**config.mk**
```make
export PLATFORM = sky130hd
export DESIGN_NAME = hazard_ctrl_flat
export DESIGN_NICKNAME = d
export VERILOG_FILES = /design/src/rtl/hazard_ctrl_if.sv /design/src/rtl/hazard_ctrl.sv /design/src/flat_wrapper.sv
export SDC_FILE = /design/constraint.sdc
export NUM_CORES = 1
export LEC_CHECK = 0
export CORE_ASPECT_RATIO = 0.6
export CORE_UTILIZATION = 55
export CTS_CLUSTER_DIAMETER = 50
export DETAILED_ROUTE_END_ITERATION = 10
export HOLD_SLACK_MARGIN = 0.06
export PLACE_DENSITY = 0.84
export SLEW_MARGIN = 40
export SYNTH_ARGS = -nofsm -noshare
export SYNTH_HDL_FRONTEND = slang
export SYNTH_SLANG_ARGS = --single-unit
export TNS_END_PERCENT = 30
```
**constraint.sdc**
```tcl
create_clock -name clk -period 3.9 [get_ports clk]
set_input_delay 0.585 -clock clk [delete_from_list [all_inputs] [get_ports clk]]
set_output_delay 0.585 -clock clk [all_outputs]
set_load 0.02 [all_outputs]
```
**src/rtl/hazard_ctrl_if.sv**
```systemverilog
// Pipeline-control bundle between the processor datapath and hazard_ctrl.
// The datapath (master) drives decoded ID fields, the EX branch outcome and
// the data-memory handshake; the controller (slave) returns the sequencing
// and forwarding controls.
interface hazard_ctrl_if #(
  parameter int REG_W = 3,
  parameter int CNT_W = 16
);
  logic             id_valid;
  logic [REG_W-1:0] id_rs;
  logic [REG_W-1:0] id_rt;
  logic             id_uses_rs;
  logic             id_uses_rt;
  logic [REG_W-1:0] id_dest;
  logic             id_write_reg;
  logic             id_load;
  logic             id_jump;
  logic             ex_branch_taken;
  logic             mem_req;
  logic             mem_ack;
  logic             pc_hold;
  logic             flush_ifid;
  logic             bubble_ex;
  logic             freeze;
  logic [1:0]       fwd_a;
  logic [1:0]       fwd_b;
  logic             mem_err;
  logic [CNT_W-1:0] stall_cnt;

  modport master (
    output id_valid, id_rs, id_rt, id_uses_rs, id_uses_rt, id_dest,
           id_write_reg, id_load, id_jump, ex_branch_taken, mem_req, mem_ack,
    input  pc_hold, flush_ifid, bubble_ex, freeze, fwd_a, fwd_b, mem_err,
           stall_cnt
  );

  modport slave (
    input  id_valid, id_rs, id_rt, id_uses_rs, id_uses_rt, id_dest,
           id_write_reg, id_load, id_jump, ex_branch_taken, mem_req, mem_ack,
    output pc_hold, flush_ifid, bubble_ex, freeze, fwd_a, fwd_b, mem_err,
           stall_cnt
  );
endinterface

```
**src/rtl/hazard_ctrl.sv**
```systemverilog
// Sequencing controller for the 5-stage pipeline: load-use stall, branch and
// jump flushes, memory-wait freeze with timeout, and EX operand forwarding
// driven from a private shadow of the EX/MEM/WB destination state.
module hazard_ctrl #(
  parameter int REG_W   = 3,
  parameter int TIMEOUT = 15,
  parameter int CNT_W   = 16
) (
  input  logic         clk,
  input  logic         reset,
  hazard_ctrl_if.slave bus
);

  localparam int TO_W = $clog2(TIMEOUT + 1);

  typedef enum logic {S_RUN, S_MEM_WAIT} state_t;

  // Statistics counter sticks at all-ones instead of wrapping.
  function automatic logic [CNT_W-1:0] sat_inc(input logic [CNT_W-1:0] v);
    return (&v) ? v : v + CNT_W'(1);
  endfunction

  state_t           state_q, state_d;
  logic [TO_W-1:0]  to_cnt_q, to_cnt_d;
  logic             mem_err_q, mem_err_d;
  logic [CNT_W-1:0] stall_cnt_q, stall_cnt_d;

  logic             ex_valid_q, ex_valid_d;
  logic             ex_write_q, ex_write_d;
  logic             ex_load_q, ex_load_d;
  logic             ex_uses_rs_q, ex_uses_rs_d;
  logic             ex_uses_rt_q, ex_uses_rt_d;
  logic [REG_W-1:0] ex_dest_q, ex_dest_d;
  logic [REG_W-1:0] ex_rs_q, ex_rs_d;
  logic [REG_W-1:0] ex_rt_q, ex_rt_d;
  logic             mem_valid_q, mem_valid_d;
  logic             mem_write_q, mem_write_d;
  logic             mem_load_q, mem_load_d;
  logic [REG_W-1:0] mem_dest_q, mem_dest_d;
  logic             wb_valid_q, wb_valid_d;
  logic             wb_write_q, wb_write_d;
  logic [REG_W-1:0] wb_dest_q, wb_dest_d;

  logic timeout_hit, freeze, load_use, jump_flush, branch;
  logic pc_hold, flush_ifid, bubble_ex;

  // A load sitting in MEM has no data yet, so only a non-load can feed EX/MEM;
  // by WB every writer (load included) has its result.
  function automatic logic [1:0] fwd_sel(input logic uses, input logic [REG_W-1:0] src);
    logic [1:0] sel;
    sel = 2'b00;
    if (uses && (src != '0)) begin
      if (mem_valid_q && mem_write_q && !mem_load_q && (mem_dest_q == src))
        sel = 2'b01;
      else if (wb_valid_q && wb_write_q && (wb_dest_q == src))
        sel = 2'b10;
    end
    return sel;
  endfunction

  // Hazard detection and priority: freeze > branch flush > jump flush > load-use.
  always_comb begin
    timeout_hit = (state_q == S_MEM_WAIT) && (to_cnt_q == TO_W'(TIMEOUT));
    freeze      = bus.mem_req && !bus.mem_ack && !timeout_hit;
    branch      = bus.ex_branch_taken;
    jump_flush  = bus.id_valid && bus.id_jump;
    load_use    = bus.id_valid && ex_valid_q && ex_load_q && (ex_dest_q != '0) &&
                  ((bus.id_uses_rs && (bus.id_rs == ex_dest_q)) ||
                   (bus.id_uses_rt && (bus.id_rt == ex_dest_q)));
    pc_hold     = !freeze && !branch && !jump_flush && load_use;
    bubble_ex   = !freeze && (branch || (load_use && !jump_flush));
    flush_ifid  = !freeze && (branch || jump_flush);
  end

  assign bus.pc_hold    = pc_hold;
  assign bus.flush_ifid = flush_ifid;
  assign bus.bubble_ex  = bubble_ex;
  assign bus.freeze     = freeze;
  assign bus.fwd_a      = fwd_sel(ex_uses_rs_q, ex_rs_q);
  assign bus.fwd_b      = fwd_sel(ex_uses_rt_q, ex_rt_q);
  assign bus.mem_err    = mem_err_q;
  assign bus.stall_cnt  = stall_cnt_q;

  // Shadow advance: ID -> EX -> MEM -> WB unless frozen; bubbles clear the use bits too.
  always_comb begin
    ex_valid_d   = ex_valid_q;
    ex_write_d   = ex_write_q;
    ex_load_d    = ex_load_q;
    ex_uses_rs_d = ex_uses_rs_q;
    ex_uses_rt_d = ex_uses_rt_q;
    ex_dest_d    = ex_dest_q;
    ex_rs_d      = ex_rs_q;
    ex_rt_d      = ex_rt_q;
    mem_valid_d  = mem_valid_q;
    mem_write_d  = mem_write_q;
    mem_load_d   = mem_load_q;
    mem_dest_d   = mem_dest_q;
    wb_valid_d   = wb_valid_q;
    wb_write_d   = wb_write_q;
    wb_dest_d    = wb_dest_q;
    if (!freeze) begin
      ex_valid_d   = bus.id_valid && !bubble_ex;
      ex_write_d   = bus.id_write_reg;
      ex_load_d    = bus.id_load;
      ex_uses_rs_d = bus.id_uses_rs && ex_valid_d;
      ex_uses_rt_d = bus.id_uses_rt && ex_valid_d;
      ex_dest_d    = bus.id_dest;
      ex_rs_d      = bus.id_rs;
      ex_rt_d      = bus.id_rt;
      mem_valid_d  = ex_valid_q;
      mem_write_d  = ex_write_q;
      mem_load_d   = ex_load_q;
      mem_dest_d   = ex_dest_q;
      wb_valid_d   = mem_valid_q;
      wb_write_d   = mem_write_q;
      wb_dest_d    = mem_dest_q;
    end
  end

  // Memory-wait FSM and stall statistics.
  always_comb begin
    state_d     = state_q;
    to_cnt_d    = to_cnt_q;
    mem_err_d   = mem_err_q;
    stall_cnt_d = (pc_hold || freeze) ? sat_inc(stall_cnt_q) : stall_cnt_q;
    case (state_q)
      S_RUN: begin
        if (freeze) begin
          state_d  = S_MEM_WAIT;
          to_cnt_d = TO_W'(1);
        end
      end
      S_MEM_WAIT: begin
        if (bus.mem_ack || !bus.mem_req) begin
          state_d  = S_RUN;
          to_cnt_d = '0;
        end else if (timeout_hit) begin
          state_d   = S_RUN;
          to_cnt_d  = '0;
          mem_err_d = 1'b1;
        end else begin
          to_cnt_d = to_cnt_q + TO_W'(1);
        end
      end
      default: begin
        state_d  = S_RUN;
        to_cnt_d = '0;
      end
    endcase
  end

  // ---- control registers: FSM, counters, shadow valid/write/load/use bits ----
  always_ff @(posedge clk) begin
    if (reset) begin
      state_q      <= S_RUN;
      to_cnt_q     <= '0;
      mem_err_q    <= 1'b0;
      stall_cnt_q  <= '0;
      ex_valid_q   <= 1'b0;
      ex_write_q   <= 1'b0;
      ex_load_q    <= 1'b0;
      ex_uses_rs_q <= 1'b0;
      ex_uses_rt_q <= 1'b0;
      mem_valid_q  <= 1'b0;
      mem_write_q  <= 1'b0;
      mem_load_q   <= 1'b0;
      wb_valid_q   <= 1'b0;
      wb_write_q   <= 1'b0;
    end else begin
      state_q      <= state_d;
      to_cnt_q     <= to_cnt_d;
      mem_err_q    <= mem_err_d;
      stall_cnt_q  <= stall_cnt_d;
      ex_valid_q   <= ex_valid_d;
      ex_write_q   <= ex_write_d;
      ex_load_q    <= ex_load_d;
      ex_uses_rs_q <= ex_uses_rs_d;
      ex_uses_rt_q <= ex_uses_rt_d;
      mem_valid_q  <= mem_valid_d;
      mem_write_q  <= mem_write_d;
      mem_load_q   <= mem_load_d;
      wb_valid_q   <= wb_valid_d;
      wb_write_q   <= wb_write_d;
    end
  end

  // ---- register-index fields: qualified by the valid bits, so never reset ----
  always_ff @(posedge clk) begin
    ex_dest_q  <= ex_dest_d;
    ex_rs_q    <= ex_rs_d;
    ex_rt_q    <= ex_rt_d;
    mem_dest_q <= mem_dest_d;
    wb_dest_q  <= wb_dest_d;
  end

endmodule

```
**src/flat_wrapper.sv**
```systemverilog
// flat-port wrapper written by rule: the top's interface ports become plain ports
module hazard_ctrl_flat 
#(
  parameter int REG_W   = 3,
  parameter int TIMEOUT = 15,
  parameter int CNT_W   = 16
)
  (clk, reset, bus_id_valid, bus_id_rs, bus_id_rt, bus_id_uses_rs, bus_id_uses_rt, bus_id_dest, bus_id_write_reg, bus_id_load, bus_id_jump, bus_ex_branch_taken, bus_mem_req, bus_mem_ack, bus_pc_hold, bus_flush_ifid, bus_bubble_ex, bus_freeze, bus_fwd_a, bus_fwd_b, bus_mem_err, bus_stall_cnt);
  hazard_ctrl_if #(.REG_W(REG_W), .CNT_W(CNT_W)) bus_i ();
  input  logic clk;
  input  logic reset;
  input wire logic [$bits(bus_i.id_valid)-1:0] bus_id_valid;
  input wire logic [$bits(bus_i.id_rs)-1:0] bus_id_rs;
  input wire logic [$bits(bus_i.id_rt)-1:0] bus_id_rt;
  input wire logic [$bits(bus_i.id_uses_rs)-1:0] bus_id_uses_rs;
  input wire logic [$bits(bus_i.id_uses_rt)-1:0] bus_id_uses_rt;
  input wire logic [$bits(bus_i.id_dest)-1:0] bus_id_dest;
  input wire logic [$bits(bus_i.id_write_reg)-1:0] bus_id_write_reg;
  input wire logic [$bits(bus_i.id_load)-1:0] bus_id_load;
  input wire logic [$bits(bus_i.id_jump)-1:0] bus_id_jump;
  input wire logic [$bits(bus_i.ex_branch_taken)-1:0] bus_ex_branch_taken;
  input wire logic [$bits(bus_i.mem_req)-1:0] bus_mem_req;
  input wire logic [$bits(bus_i.mem_ack)-1:0] bus_mem_ack;
  output wire logic [$bits(bus_i.pc_hold)-1:0] bus_pc_hold;
  output wire logic [$bits(bus_i.flush_ifid)-1:0] bus_flush_ifid;
  output wire logic [$bits(bus_i.bubble_ex)-1:0] bus_bubble_ex;
  output wire logic [$bits(bus_i.freeze)-1:0] bus_freeze;
  output wire logic [$bits(bus_i.fwd_a)-1:0] bus_fwd_a;
  output wire logic [$bits(bus_i.fwd_b)-1:0] bus_fwd_b;
  output wire logic [$bits(bus_i.mem_err)-1:0] bus_mem_err;
  output wire logic [$bits(bus_i.stall_cnt)-1:0] bus_stall_cnt;
  assign bus_i.id_valid = bus_id_valid;
  assign bus_i.id_rs = bus_id_rs;
  assign bus_i.id_rt = bus_id_rt;
  assign bus_i.id_uses_rs = bus_id_uses_rs;
  assign bus_i.id_uses_rt = bus_id_uses_rt;
  assign bus_i.id_dest = bus_id_dest;
  assign bus_i.id_write_reg = bus_id_write_reg;
  assign bus_i.id_load = bus_id_load;
  assign bus_i.id_jump = bus_id_jump;
  assign bus_i.ex_branch_taken = bus_ex_branch_taken;
  assign bus_i.mem_req = bus_mem_req;
  assign bus_i.mem_ack = bus_mem_ack;
  assign bus_pc_hold = bus_i.pc_hold;
  assign bus_flush_ifid = bus_i.flush_ifid;
  assign bus_bubble_ex = bus_i.bubble_ex;
  assign bus_freeze = bus_i.freeze;
  assign bus_fwd_a = bus_i.fwd_a;
  assign bus_fwd_b = bus_i.fwd_b;
  assign bus_mem_err = bus_i.mem_err;
  assign bus_stall_cnt = bus_i.stall_cnt;
  hazard_ctrl #(.REG_W(REG_W), .TIMEOUT(TIMEOUT), .CNT_W(CNT_W)) u_core (.clk(clk), .reset(reset), .bus(bus_i));
endmodule
```
==> flow_metrics.tcl <==
set metrics [dict create \
    drive_above_1_share 0.0789 \
    setup_tns_ns 0 \
    drv_slew 0 \
    cp_slowest_cell "clkdlybuf4s50_1" \
    cts_resized 0 \
    worstReg2RegEnd "u_core.bus.stall_cnt[6]$_SDFFE_PP0P_" \
    cts_sinks 47 \
    rsz0062_at_grt "false" \
    setup_viol 0 \
    r2r_slack_ns 1.64 \
    crit_chain "clkdlybuf4s50_1 > xnor2_1 > nand4_2 > a21o_1 > nor2_1 > nor2_1 > nor2_1 > clkdlybuf4s50_1" \
    fp.dieW_um 85.0 \
    ys_ff_latch 47 \
    synth_top_flop_cell "dfxtp_1" \
    nFillCells 277 \
    p_int_w 0.000718 \
    grt_usage 0.261 \
    critical_path_peak_fanout 4 \
    rr_worst_depth 6 \
    fin_crit_ns 3.19 \
    fp.coreArea_mm2 0.00381 \
    hold_slack_ns 0.458 \
    power.density_mw_per_mm2 332 \
    power_frac_seq 0.575 \
    crit_path_frequent_cell "nor2_1" \
    critPathBufInv 2 \
    synth_edf_count 15 \
    syn-num-nets 252 \
    synthToLayoutAreaGrowth_pct 25.9 \
    htree_levels 2 \
    drtIter0Drc 89 \
    finalCritPeriodShare 0.819 \
    drc 0 \
    avgSynthCellArea_um2 9.90 \
    hold_path_class "register to register" \
    via_per_inst 5.85 \
    ioPinCount 45 \
    r2r-start "u_core.ex_dest_q[2]$_DFFE_PN_" \
    comb_power_share 0.104 \
    hold_violations 0 \
    stdcell_count 326 \
    worstSetupStartpointType "input pin" \
    finalWorstSetupSlack_ns 0.706 \
    numCtsBuffers 5 \
    cp.required_ns 3.31 \
    p_total_w 0.000951 \
    fmax_ghz 0.313 \
    layout.nets 300 \
    numPortBuffers 44 \
    holdCritStartpoint "u_core.ex_write_q$_SDFFE_PP0N_" \
    grt_max_degree 35 \
    power_switching_w 0.000233 \
    syn_inst 230 \
    routedWlPerCell_um 16.1 \
    yosysWarnings 0 \
    final_antenna_net_count 0 \
    row_count 17 \
    n_antenna_cell 0 \
    cts_hold_buf 0 \
    overflow 0 \
    antenna_found_initial 0 \
    clk_pin_slew_ns 0.08 \
    finClkSkew_ns 0.0107 \
    cp_data_arrival_time_ns 2.61 \
    worst_pin_slew_ns 0.545 \
    p_leak_nw 0.968 \
    power_switching_share 0.245 \
    dr.pass1.iters 5 \
    clk_path_buf_depth 2 \
    routabilityCongestion 0.879 \
    routed_wl_mm 5.25 \
    netlist_area_mm2 0.00228 \
    end_kind "primary output" \
    min_to "u_core.ex_write_q$_SDFFE_PP0N_" \
    slew_headroom 0.627 \
    post_cts_buffers 0 \
    maxCapViolCount 0 \
    clockPowerShare 0.321 \
    crit_family "buffers and inverters" \
    ir_drop_mv 0.224 \
    synth_cell_types 45 \
    start_util 0.598 \
    async_reset_ff_frac 0 \
    grt_pass1_wl_mm 8.56 \
    die_area_mm2 0.00441 \
    outcome "finished, final reports clean" \
    cts_root_buffer "clkbuf_8" \
    post-dp-hpwl_mm 3.75 \
    yosysSeqAreaShare 0.479 \
    first_global_vias 1750 \
    cts_tree "yes" \
    via_count 1906 \
    dp_cells 318 \
    crit_type "input pin to primary output" \
    cp_slowest_stage_delay_ns 0.61 \
    clk_latency_ns 0.30 \
    hold_depth 2 \
    die_y_um 51.8 \
    dpl_worst_slack_ns 0.712 \
]
==> sequential cells by signal (all words and copies together) (netlist names), 3 cells and up <==
signal                cells
u_core.mem_dest_q         3
u_core.ex_dest_q          3
u_core.to_cnt_q           4
u_core.ex_rt_q            3
u_core.wb_dest_q          3
u_core.bus.stall_cnt     16
u_core.ex_rs_q            3
==> area by class of cell <==
| class | count | area [µm²] | share of cell area |
|---|---|---|---|
| Multi-Input combinational cell | 175 | 1150 | 0.403 |
| Clock inverter | 2 | 11.3 | 0.00393 |
| Timing Repair Buffer | 46 | 455 | 0.159 |
| Tap cell | 47 | 58.8 | 0.0205 |
| Sequential cell | 47 | 1090 | 0.381 |
| Clock buffer | 6 | 82.6 | 0.0288 |
| Inverter | 3 | 11.3 | 0.00393 |
==> Yosys cell counts (2+ instances only) <==
cell type,n,share of area
xnor2_1,15,0.058
a22o_1,2,0.0077
mux2_1,4,0.020
a21oi_1,16,0.035
xor2_1,5,0.019
a21o_1,3,0.0099
o31ai_1,2,0.0066
edfxtp_1,15,0.20
buf_1,2,0.0033
nand2_1,23,0.038
nor4_1,4,0.011
nand3_1,9,0.020
nand4_1,9,0.025
xnor2_2,3,0.021
and4_1,2,0.0077
o2111ai_1,2,0.0077
a22oi_1,2,0.0066
nor4b_1,2,0.0077
inv_1,3,0.0049
nor2b_1,5,0.014
o21ai_0,10,0.022
nor2_1,30,0.049
dfxtp_1,32,0.28
ha_1,2,0.011
clkbuf_1,3,0.0049
or3_1,6,0.016
==> metrics by stage <==
stage | utilization | cell area, µm²
floorplan | - | 2280
global placement | 0.728 | 2770
detailed placement | 0.728 | 2770
CTS | 0.753 | 2870
global route | 0.753 | 2870
finish | 0.753 | 2870
==> layer usage <==
metal	global-route usage	wire length [µm]	up-vias
li1	-	-	926
met1	0.379	2590	888
met2	0.380	2200	81
met3	0.0587	356	11
met4	0.0989	103	0
met5	0	0	-
==> worst max-delay path by stage <==
stage	depth (start not counted)	slack, ns	startpoint	endpoint
floorplan	5	1.56	bus_mem_req	bus_pc_hold
global placement	8	0.79	bus_id_rs[0]	bus_bubble_ex
detailed placement	8	0.71	bus_id_rs[1]	bus_bubble_ex
CTS	8	0.71	bus_id_rs[1]	bus_bubble_ex
global route	8	0.59	bus_id_rs[1]	bus_bubble_ex
finish	8	0.71	bus_id_rs[1]	bus_bubble_ex
==> placed cells by master (no fill, tap or decap), drive strengths merged <==
cell and n:
a2111oi 2, a21o 3, dfxtp 32, nor2 31
or3 6, mux2 5, inv 3, o2111ai 2
nor3b 1, nand2b 1, mux2i 1, clkinv 1
ha 2, a22oi 2, a22o 2, xor2 5
buf 2, o21ba 1, a21oi 16, or2 1
o21ai 10, and4 2, edfxtp 15, nand2 23
a211oi 1, clkdlybuf4s50 44, nor4b 3, nand3 9
nor4 6, nand4 11, clkbuf 6, and2 1
and3 1, clkinvlp 1, o31ai 2, nor3 1
xnor2 18, nor2b 5, o21a 1
==> power by group through the flow <==
stage	logic, W	registers, W	clock network (W)
floorplan	0.0000574	0.000552	0
global placement	0.0000964	0.000557	0
detailed placement	0.0000990	0.000557	0
CTS	0.0000993	0.000546	0.000311
global route	0.000107	0.000549	0.000330
finish	0.0000991	0.000547	0.000305
==> worst reg2reg max path, stage by stage (launching register included) <==
cell and delay (ns):
edfxtp_1 0.50, or3_1 0.17, nand4_1 0.27, a211oi_2 0.28, nor2_1 0.15, nor4_1 0.43
mux2_1 0.35
==> cells by family after synthesis <==
group	Yosys count	synth area share
AOI/OAI and AO/OA	42	0.125
buffers and inverters	8	0.0132
xor gates and xnor gates	23	0.0984
adders and majority gates	2	0.0110
muxes	6	0.0291
and+or+nand+nor	102	0.244
DFF	47	0.479
Note: power is estimated with default switching activity, not from simulation.
